`config.mk`:
```
export PLATFORM = sky130hd
export DESIGN_NAME = elevator_request_queue
export DESIGN_NICKNAME = d
export VERILOG_FILES = /design/src/rtl/elevator_request_queue.sv
export SDC_FILE = /design/constraint.sdc
export NUM_CORES = 1
export LEC_CHECK = 0
export ABC_AREA = 1
export ABC_CLOCK_PERIOD_IN_PS = 1700
export CORE_MARGIN = 1.5
export CORE_UTILIZATION = 42
export CTS_CLUSTER_SIZE = 12
export DETAILED_ROUTE_END_ITERATION = 8
export PLACE_DENSITY = 0.77
export SLEW_MARGIN = 20
export SYNTH_ARGS = -nofsm -noshare
export SYNTH_HDL_FRONTEND = slang
export SYNTH_SLANG_ARGS = --single-unit
```
`constraint.sdc`:
```
create_clock -name clk -period 1.7 [get_ports clk]
set_input_delay 0.425 -clock clk [delete_from_list [all_inputs] [get_ports clk]]
set_output_delay 0.425 -clock clk [all_outputs]
set_load 0.02 [all_outputs]
```
`src/rtl/elevator_request_queue.sv`:
```
// elevator_request_queue: latches hall/car calls and runs SCAN to pick the next target floor (optional REQ_IDLE_HOME_EN parks the car at HOME_FLOOR when idle)
module elevator_request_queue #(
    parameter int BUTTONS_WIDTH = 8,
    parameter int FLOOR_BITS    = 3,
    parameter int HOME_FLOOR    = 0,
    parameter int HOME_DELAY    = 50
) (
    input  logic                     clk,
    input  logic                     reset,
    input  logic [BUTTONS_WIDTH-1:0] btn_in,
    input  logic [BUTTONS_WIDTH-1:0] btn_up_out,
    input  logic [BUTTONS_WIDTH-1:0] btn_down_out,
    input  logic [FLOOR_BITS-1:0]    current_floor,
    input  logic                     serve,
    output logic [BUTTONS_WIDTH-1:0] pending_car,
    output logic [BUTTONS_WIDTH-1:0] pending_up,
    output logic [BUTTONS_WIDTH-1:0] pending_down,
    output logic [FLOOR_BITS-1:0]    target_floor,
    output logic                     target_valid,
    output logic [1:0]               dir
);
    typedef enum logic [1:0] {IDLE = 2'b00, UP = 2'b01, DOWN = 2'b10} dir_t;
    localparam logic [BUTTONS_WIDTH-1:0] UP_MASK   = {1'b0, {(BUTTONS_WIDTH-1){1'b1}}};
    localparam logic [BUTTONS_WIDTH-1:0] DOWN_MASK = {{(BUTTONS_WIDTH-1){1'b1}}, 1'b0};
    if (HOME_FLOOR >= BUTTONS_WIDTH || HOME_DELAY < 1 || (1 << FLOOR_BITS) < BUTTONS_WIDTH) begin : g_bad_params
        $error("elevator_request_queue: inconsistent parameters");
    end
    dir_t state, state_nxt;
    logic [BUTTONS_WIDTH-1:0] car_nxt, up_nxt, down_nxt, served, home_set, pending_all;
    logic [FLOOR_BITS-1:0] target_nxt, up_first, up_far, down_first, down_far;
    logic any_above, any_below, here, has_up_first, has_down_first;
    assign served      = serve ? BUTTONS_WIDTH'(1) << current_floor : '0;
    assign pending_all = pending_car | pending_up | pending_down;
    assign dir         = state;
`ifdef REQ_IDLE_HOME_EN
    localparam int CW = $clog2(HOME_DELAY + 1);
    logic [CW-1:0] home_cnt;
    logic home_idle;
    assign home_idle = state == IDLE && pending_all == '0 && ~|{btn_in, btn_up_out, btn_down_out} &&
                       current_floor != FLOOR_BITS'(HOME_FLOOR);
    assign home_set  = (home_idle && home_cnt == CW'(HOME_DELAY - 1)) ? BUTTONS_WIDTH'(1) << HOME_FLOOR : '0;
    // idle timer: restarts on any activity or at home, and again once it has fired
    always_ff @(posedge clk) begin
        if (reset || !home_idle || home_set != '0) home_cnt <= '0;
        else home_cnt <= home_cnt + 1'b1;
    end
`else
    assign home_set = '0;
`endif
    // locate requests relative to the car: nearest/farthest in each direction
    always_comb begin
        any_above = 1'b0;
        any_below = 1'b0;
        here = 1'b0;
        has_up_first = 1'b0;
        has_down_first = 1'b0;
        up_first = current_floor;
        up_far = current_floor;
        down_first = current_floor;
        down_far = current_floor;
        for (int i = 0; i < BUTTONS_WIDTH; i++) begin
            if (pending_all[i]) begin
                if (i > int'(current_floor)) any_above = 1'b1;
                else if (i < int'(current_floor)) any_below = 1'b1;
                else here = 1'b1;
            end
            if (i > int'(current_floor) && pending_down[i]) up_far = FLOOR_BITS'(i);
            if (i < int'(current_floor) && (pending_car[i] || pending_down[i])) begin
                down_first = FLOOR_BITS'(i);
                has_down_first = 1'b1;
            end
        end
        for (int i = BUTTONS_WIDTH - 1; i >= 0; i--) begin
            if (i > int'(current_floor) && (pending_car[i] || pending_up[i])) begin
                up_first = FLOOR_BITS'(i);
                has_up_first = 1'b1;
            end
            if (i < int'(current_floor) && pending_up[i]) down_far = FLOOR_BITS'(i);
        end
    end
    // SCAN direction choice; the target follows the rules of the direction being entered
    always_comb begin
        state_nxt = (state == DOWN) ? (any_below ? DOWN : any_above ? UP : IDLE)
                                    : (any_above ? UP : any_below ? DOWN : IDLE);
        target_nxt = (state_nxt == UP)   ? (has_up_first ? up_first : up_far) :
                     (state_nxt == DOWN) ? (has_down_first ? down_first : down_far) :
                     here ? current_floor : target_floor;
        car_nxt  = (pending_car | btn_in | home_set) & ~served;
        up_nxt   = (pending_up | btn_up_out) & UP_MASK & ~((state != DOWN) ? served : '0);
        down_nxt = (pending_down | btn_down_out) & DOWN_MASK & ~((state != UP) ? served : '0);
    end
    // request latches, direction and registered target
    always_ff @(posedge clk) begin
        if (reset) begin
            pending_car  <= '0;
            pending_up   <= '0;
            pending_down <= '0;
            state        <= IDLE;
            target_floor <= '0;
            target_valid <= 1'b0;
        end else begin
            pending_car  <= car_nxt;
            pending_up   <= up_nxt;
            pending_down <= down_nxt;
            state        <= state_nxt;
            target_floor <= target_nxt;
            target_valid <= |pending_all;
        end
    end
endmodule

```
==> summary.md, run 1 <==
| Metric | Value |
|---|---|
| Result of the run | `completed` |
| Die X-Extent | `69.25 um` |
| Tightest Hold Check Type | `register to register` |
| Average via count per standard cell | `5.122` |
| Max-cap viol count | `0` |
| Flip-flop and latch count after synthesis | `28` |
| Fin area | `2795 um^2` |
| Die H | `69.25 um` |
| Number of synthesized flops with an enable pin | `0` |
| Crit path cell chain | `clkdlybuf4s50_1` |
| Critical path launch point type | `register` |
| Clock Tree Root | `sky130_fd_sc_hd__clkbuf_8` |
| Wire length of the first global-routing pass | `10.47 mm` |
| Slew Limit Fails | `0` |
| Worst VDD drop | `0.0004834 V` |
| TritonCTS Buffers | `3` |
| Portion of the clock cycle consumed by the worst path in the final layout | `0.9748` |
| Overall die area | `4795 um^2` |
| Residual antenna-violating net count after detailed routing | `0` |
| Cell Rows | `23` |
| Final std cells w/o fill | `452` |
| IO buf count | `55` |
| Worst Hold Depth | `2` |
| Area of the core | `4115 um^2` |
| Clock tree skew after final layout | `0.003055 ns` |
| Detailed-placement wirelength estimate | `5.110 mm` |
| Number of global-route vias before repair | `2143` |
| Cell type of the slowest stage on the worst timing path | `sky130_fd_sc_hd__clkdlybuf4s50_1` |
| Layout Nets | `433` |
| Count of hold-fix buffers inserted at cts | `0` |
| Largest area contributor in the synthesized netlist | `sky130_fd_sc_hd__dfxtp_1` |
| CTS clk-pin slew, worst paths | `0.10 ns` |
| Worst slack on hold paths | `0.5145 ns` |
| Antenna violations before repair | `0` |
| Most used standard cells in the synthesized netlist | `82 x sky130_fd_sc_hd__nand2_1, 58 x sky130_fd_sc_hd__nor2_1, 33 x sky130_fd_sc_hd__inv_1` |
| Weighted congestion at the end of routability-driven global placement | `0.9793` |
| Crit path buffers/inverters | `1` |
| Critical path data required time | `1.27 ns` |
| Final setup margin | `0.04290 ns` |
| Reported leakage power | `1.519 nW` |
| Final setup viols | `0` |
| Placed instance count | `447` |
| Reg-to-reg critical path startpoint | `pending_down[7]` |
| Worst-case reg-to-reg path depth | `11` |
| Setup repair after global routing missed its margin | `yes` |
| Synth Warn # | `0` |
| Delay-heaviest family, CP | `buffers and inverters` |
| Max Clk Rate | `603.5 MHz` |
| Reg-to-reg slack, setup | `0.09 ns` |
| Post-route DRC violation count | `0` |
| Overall overflow remaining after global route | `0` |
| Largest incremental delay on the critical path | `0.60 ns` |
| Arrival time at the worst endpoint | `1.23 ns` |
| Average size of a mapped cell | `5.869 um^2` |
| Max Root-Sink Buffers | `2` |
| Most used flip-flop cell after synthesis | `sky130_fd_sc_hd__dfxtp_1` |
| Maximum fanout encountered on the critical timing path | `2` |
| Ranking of synthesized cells by area | `sky130_fd_sc_hd__dfxtp_1 30%, sky130_fd_sc_hd__nand2_1 17%, sky130_fd_sc_hd__nor2_1 12%` |
| Violation count after the first detailed-route iteration | `148` |
| Ratio of cells with drive above 1 in the final layout | `0.2090` |
| Power density relative to cell area | `753.8 nW/um^2` |
| GR Util All Layers | `0.2710` |
| Total via count after detailed routing | `2315` |
| Total length of routed wires | `6.409 mm` |
| Type of the worst setup path | `register to primary output` |
| Overall power after layout | `2.107 mW` |
| Share of flip-flops with an asynchronous set or reset after synthesis | `0` |
| Final routed wire length divided by cell count | `14.18 um` |
| Placed instance area | `2686 um^2` |
| Starting density of the core | `0.4479` |
| Startpoint of the lowest-slack hold path | `pending_car[3]` |
| Sequential share of the synthesized area | `0.3041` |
| Share of Yosys cell area claimed by the top area cell type | `0.3041` |
| Library cell with the highest instance count after synthesis | `sky130_fd_sc_hd__nand2_1` |
| Number of distinct library cells after synthesis | `25` |
| Layout-stage area growth over the synthesis result | `51.66%` |
| Maximum level of the CTS H-tree | `1` |
| Top-Level Pins | `60` |
| Worst Hold End | `pending_car[3]` |
| Gate count after technology mapping | `314` |
| Length of the first detailed-routing pass in iterations | `4` |
| Maximum number of pins on one net before global-route repair | `17` |
| Type of element capturing the critical path | `primary output` |
| TritonCTS clock tree | `yes` |
| Mapped Area | `1843 um^2` |
| Number of diodes | `0` |
| Util after Layout | `0.6792` |
| Setup_tns | `0 ns` |
| Number of filler cells placed in the layout | `389` |
| Clock sinks | `28` |
| Worst r2r dst | `target_floor[0]` |
| Worst slack at placement | `-0.6980 ns` |
| Final Critical Period | `1.657 ns` |
| Final Hold Fails | `0` |
| Clock latency on the worst-skew pair | `0.28 ns` |
==> layer usage <==
layer  up-vias  global-route usage  routed length [um]  part of all wire
met2        82              0.4199                2876              0.45
met5         -                   0                   0                 0
met4         0             0.06536                  72             0.011
met1      1050              0.3915                3015              0.47
li1       1175                   -                   -                 -
met3         8             0.04651                 445             0.069
==> report_power, final <==
group / internal, mW / leakage, nW / switching (mW) / total, mW
Sequential: 0.721 / 0.236 / 0.0706 / 0.792
Combinational: 0.332 / 1.25 / 0.437 / 0.769
Clock: 0.316 / 0.0357 / 0.231 / 0.546
Total: 1.37 / 1.52 / 0.738 / 2.11
==> area by class of cell <==
type                       instances  area (um^2)  share of cell area
inverter                          39        151.4             0.05416
sequential                        28        566.8              0.2028
tap                               50        62.56             0.02238
timing repair buffer              90        800.8              0.2865
clock buffer                       3        41.29             0.01477
clock inverter                     1        30.03             0.01074
multi-input combinational        241         1142              0.4087
==> state kept, by name, indices dropped and copies added (netlist names) <==
name / flops
dir: 2
pending_car: 8
pending_down: 7
pending_up: 7
target_floor: 3
target_valid: 1
==> repair_timing <==
action                                  in CTS  in global routing
pin swaps                                    1                  0
endpoints found under the setup margin      26                  7
setup buffers                                1                  0
resized for setup                           31                 25
==> how the worst max path moves through the flow <==
| stage | startpoint | end | slack (ns) | cells past startpoint |
|---|---|---|---|---|
| 3_5_place_dp | current_floor[2] | target_floor[0] | -0.70 | 14 |
| 6_report | target_floor[0] | target_floor[0] | 0.04 | 1 |
| 5_1_grt | current_floor[0] | target_floor[0] | -0.05 | 14 |
| 2_1_floorplan | current_floor[0] | target_floor[0] | 0.05 | 14 |
| 3_3_place_gp | current_floor[2] | target_floor[0] | -0.64 | 14 |
| 4_1_cts | dir[0] | dir[0] | 0.002 | 1 |
==> logic make-up after synthesis <==
logic type,synth area share
other cells,0.002035
simple gates,0.4739
buf+inv,0.1039
compound gates,0.1161
flops,0.3041
==> layout by cell type, fill, tap and decap left out <==
cell                              synthesis  layout
sky130_fd_sc_hd__a21oi_1                 16      15
sky130_fd_sc_hd__dlygate4sd2_1            0      21
sky130_fd_sc_hd__clkdlybuf4s15_2          0       1
sky130_fd_sc_hd__clkbuf_8                 0       3
sky130_fd_sc_hd__dlymetal6s2s_1           0       4
sky130_fd_sc_hd__dfxtp_2                  0       5
sky130_fd_sc_hd__bufinv_16                0       1
sky130_fd_sc_hd__or2_2                    1       1
sky130_fd_sc_hd__nand2_4                  1       2
sky130_fd_sc_hd__nand3_1                 30      28
sky130_fd_sc_hd__inv_2                    4       4
sky130_fd_sc_hd__inv_4                    1       2
sky130_fd_sc_hd__nor2_1                  58      54
sky130_fd_sc_hd__nand2_2                 11      10
sky130_fd_sc_hd__dfxtp_1                 28      23
sky130_fd_sc_hd__buf_12                   0       1
sky130_fd_sc_hd__o211ai_1                 1       1
sky130_fd_sc_hd__nand4_1                  6       6
sky130_fd_sc_hd__conb_1                   1       2
sky130_fd_sc_hd__clkdlybuf4s50_1          0      27
sky130_fd_sc_hd__a21oi_2                  0       1
sky130_fd_sc_hd__o21ai_2                  2       3
sky130_fd_sc_hd__nand3_2                  1       3
sky130_fd_sc_hd__buf_4                    4      34
sky130_fd_sc_hd__nor2_4                   1       4
sky130_fd_sc_hd__nor2_2                   6       7
sky130_fd_sc_hd__nand2_1                 82      82
sky130_fd_sc_hd__buf_2                    0       2
sky130_fd_sc_hd__o22ai_1                  7       7
sky130_fd_sc_hd__inv_1                   33      33
sky130_fd_sc_hd__o21ai_0                 12      12
sky130_fd_sc_hd__nor3_1                   3       3
==> tightest hold or removal path, delay by kind of cell, from the launching register on <==
kind	cells	cell delay, ns
flops	1	0.36
simple gates	2	0.13
Power figures use the tool's default switching activity.
==> run 2, diff against run 1 <==
Settings changed: CORE_MARGIN 1.5 to default.
==> summary.md, run 2 (synthesized netlist as in run 1, its figures left out) <==
| Metric | Value |
|---|---|
| Largest incremental delay on the critical path | `0.62 ns (was 0.60 ns)` |
| Clock sinks | `28 (unchanged)` |
| Average via count per standard cell | `5.116 (was 5.122)` |
| Result of the run | `completed (unchanged)` |
| Area of the core | `4115 um^2 (unchanged)` |
| Length of the first detailed-routing pass in iterations | `5 (was 4)` |
| Portion of the clock cycle consumed by the worst path in the final layout | `0.9791 (was 0.9748)` |
| Final Hold Fails | `0 (unchanged)` |
| Final routed wire length divided by cell count | `14.26 um (was 14.18 um)` |
| Worst VDD drop | `0.0003958 V (was 0.0004834 V)` |
| Max Clk Rate | `600.8 MHz (was 603.5 MHz)` |
| Global-route track usage on met3 | `0.03000 (was 0.04651)` |
| Overall power after layout | `1.975 mW (was 2.107 mW)` |
| Final setup viols | `0 (unchanged)` |
| IO buf count | `55 (unchanged)` |
| CTS clk-pin slew, worst paths | `0.10 ns (about the same)` |
| Count of hold-fix buffers inserted at cts | `0 (unchanged)` |
| Post-route DRC violation count | `0 (unchanged)` |
| Worst slack on hold paths | `0.5117 ns (was 0.5145 ns)` |
| Crit path buffers/inverters | `1 (unchanged)` |
| TritonCTS Buffers | `3 (unchanged)` |
| Type of the worst setup path | `register to primary output (unchanged)` |
| Switch share | `0.3675 (was 0.3501)` |
| Worst-case reg-to-reg path depth | `13 (was 11)` |
| Maximum number of pins on one net before global-route repair | `16 (was 17)` |
| Ratio of cells with drive above 1 in the final layout | `0.2105 (was 0.2090)` |
| Startpoint of the lowest-slack hold path | `pending_down[7] (was pending_car[3])` |
| Crit path cell chain | `clkdlybuf4s50_1 (unchanged)` |
| TritonCTS clock tree | `yes (unchanged)` |
| Worst Hold End | `pending_down[7] (was pending_car[3])` |
| Clock tree skew after final layout | `0.005386 ns (was 0.003055 ns)` |
| Slew Limit Fails | `0 (unchanged)` |
| Delay-heaviest family, CP | `buffers and inverters (unchanged)` |
| Critical path data required time | `1.27 ns (about the same)` |
| Layout-stage area growth over the synthesis result | `48.81% (was 51.66%)` |
| Max Root-Sink Buffers | `2 (unchanged)` |
| Highest-utilization routing layer at the global route stage | `met2 (unchanged)` |
| Power density relative to cell area | `720.0 nW/um^2 (was 753.8 nW/um^2)` |
| Number of global-route vias before repair | `2088 (was 2143)` |
| Critical path launch point type | `register (unchanged)` |
| Most common library cell in the layout ignoring fill and taps | `sky130_fd_sc_hd__nand2_1 (unchanged)` |
| Top-Level Pins | `60 (unchanged)` |
| Largest registers | `pending_car (8), pending_down (7), pending_up (7) (unchanged)` |
| Setup_tns | `0 ns (unchanged)` |
| Cell Rows | `23 (unchanged)` |
| Flip-flop count of the largest register, all copies and words added | `8 (unchanged)` |
| Type of element capturing the critical path | `primary output (unchanged)` |
| Weighted congestion at the end of routability-driven global placement | `1.006 (was 0.9793)` |
| Violation count after the first detailed-route iteration | `150 (was 148)` |
| Fin area | `2743 um^2 (was 2795 um^2)` |
| Overall overflow remaining after global route | `0 (unchanged)` |
| GR met2 Demand/Resource | `0.4902 (was 0.4199)` |
| Wire length of the first global-routing pass | `10.02 mm (was 10.47 mm)` |
| Crit path launch | `target_floor[1] (was target_floor[0])` |
| Largest reg by FF count | `pending_car (unchanged)` |
| Maximum level of the CTS H-tree | `1 (unchanged)` |
| Die X-Extent | `68.25 um (was 69.25 um)` |
| Antenna violations before repair | `0 (unchanged)` |
| Placed instance area | `2651 um^2 (was 2686 um^2)` |
| Max-cap viol count | `0 (unchanged)` |
| Reported leakage power | `1.472 nW (was 1.519 nW)` |
| Clock Tree Root | `sky130_fd_sc_hd__clkbuf_8 (unchanged)` |
| Layout Nets | `430 (was 433)` |
| Worst r2r dst | `target_floor[0] (unchanged)` |
| Share of total power in combinational logic | `0.382 (was 0.365)` |
| Met1 routing resource usage after global routing | `0.3958 (was 0.3915)` |
| Count of cell instances traversed by the critical path | `1 (unchanged)` |
| Internal power contribution | `1.249 mW (was 1.369 mW)` |
| Reg-to-reg critical path startpoint | `pending_car[2] (was pending_down[7])` |
| Clock latency on the worst-skew pair | `0.28 ns (about the same)` |
| Die H | `68.25 um (was 69.25 um)` |
| Detailed-placement wirelength estimate | `5.072 mm (was 5.110 mm)` |
| Starting density of the core | `0.4479 (unchanged)` |
| Part of the power in registers | `0.403 (was 0.376)` |
| Reg-to-reg slack, setup | `0.14 ns (was 0.09 ns)` |
| Total length of routed wires | `6.401 mm (was 6.409 mm)` |
| Cell type of the slowest stage on the worst timing path | `sky130_fd_sc_hd__clkdlybuf4s50_1 (unchanged)` |
| Switching power summed over all nets | `0.7258 mW (was 0.7377 mW)` |
| Number of diodes | `0 (unchanged)` |
| Clock network fraction of total power | `0.215 (was 0.259)` |
| Util after Layout | `0.6665 (was 0.6792)` |
| Total via count after detailed routing | `2297 (was 2315)` |
| Worst Hold Depth | `2 (unchanged)` |
| Tightest Hold Check Type | `register to register (unchanged)` |
| Most frequent cells in the layout | `81 x sky130_fd_sc_hd__nand2_1, 51 x sky130_fd_sc_hd__nor2_1, 33 x sky130_fd_sc_hd__inv_1, 32 x sky130_fd_sc_hd__buf_4, 28 x sky130_fd_sc_hd__nand3_1 (was 82 x sky130_fd_sc_hd__nand2_1, 54 x sky130_fd_sc_hd__nor2_1, 34 x sky130_fd_sc_hd__buf_4, 33 x sky130_fd_sc_hd__inv_1, 28 x sky130_fd_sc_hd__nand3_1)` |
| Residual antenna-violating net count after detailed routing | `0 (unchanged)` |
| Arrival time at the worst endpoint | `1.24 ns (was 1.23 ns)` |
| Final Critical Period | `1.664 ns (was 1.657 ns)` |
| Overall die area | `4657 um^2 (was 4795 um^2)` |
| GR Util All Layers | `0.2969 (was 0.2710)` |
| Maximum fanout encountered on the critical timing path | `2 (unchanged)` |
[run 2: cell count changes in the layout (fill, tap and decap cells not counted), moves of 2 or more]
cell	delta
sky130_fd_sc_hd__nor2_1	-3
sky130_fd_sc_hd__nor2_2	+2
sky130_fd_sc_hd__dlygate4sd2_1	+2
sky130_fd_sc_hd__o21ai_0	-4
sky130_fd_sc_hd__buf_4	-2
sky130_fd_sc_hd__dlymetal6s2s_1	-2
sky130_fd_sc_hd__o21ai_1	+4
[run 2: what timing repair did]
action,CTS,global route
gates cloned,0,0
resized for setup,31,32
setup buffers,1,0
pin swaps,0,3
endpoints found under the setup margin,28,7
[run 2: power groups by stage]
stage / logic, mW / clock network (mW) / registers [mW]
2_1_floorplan: 0.351 / 0 / 0.864
3_3_place_gp: 0.752 / 0 / 0.802
3_5_place_dp: 0.758 / 0 / 0.803
4_1_cts: 0.729 / 0.437 / 0.786
5_1_grt: 0.833 / 0.468 / 0.806
6_report: 0.755 / 0.425 / 0.795
[run 2: per-stage QoR]
stage,setup WS [ns],cells
2_1_floorplan,0.05315,315
3_3_place_gp,-0.6566,444
3_5_place_dp,-0.6822,444
4_1_cts,0.003127,449
5_1_grt,-0.001229,449
6_report,0.03556,449
[run 2: layout make-up]
cell class                 instances  area [um^2]
clock buffer                       4        55.05
fill                             405         1373
inverter                          39        150.1
multi-input combinational        241         1157
sequential                        28        565.5
tap                               50        62.56
timing repair buffer              87        752.0
[run 2: how the worst max path moves through the flow]
stage	end	slack [ns]
after floorplan	target_floor[0]	0.05
after global placement	target_floor[0]	-0.66
after detailed placement	target_floor[0]	-0.68
after CTS	dir[1]	0.003
after global routing	target_floor[0]	-0.001
final	target_floor[1]	0.04
[run 2: metal layers]
metal  part of all wire  wire length (um)  vias to the layer above
li1                   -                 -                     1163
met3              0.050               320                       10
met5                  0                 0                        -
met2               0.46              2972                       68
met4              0.012                79                        0
met1               0.47              3028                     1056
[run 2: worst min-delay path, cell delays in order, from the launching register on]
cell                      delay (ns)
sky130_fd_sc_hd__dfxtp_2        0.34
sky130_fd_sc_hd__nor2_1         0.10
sky130_fd_sc_hd__a21oi_1        0.04
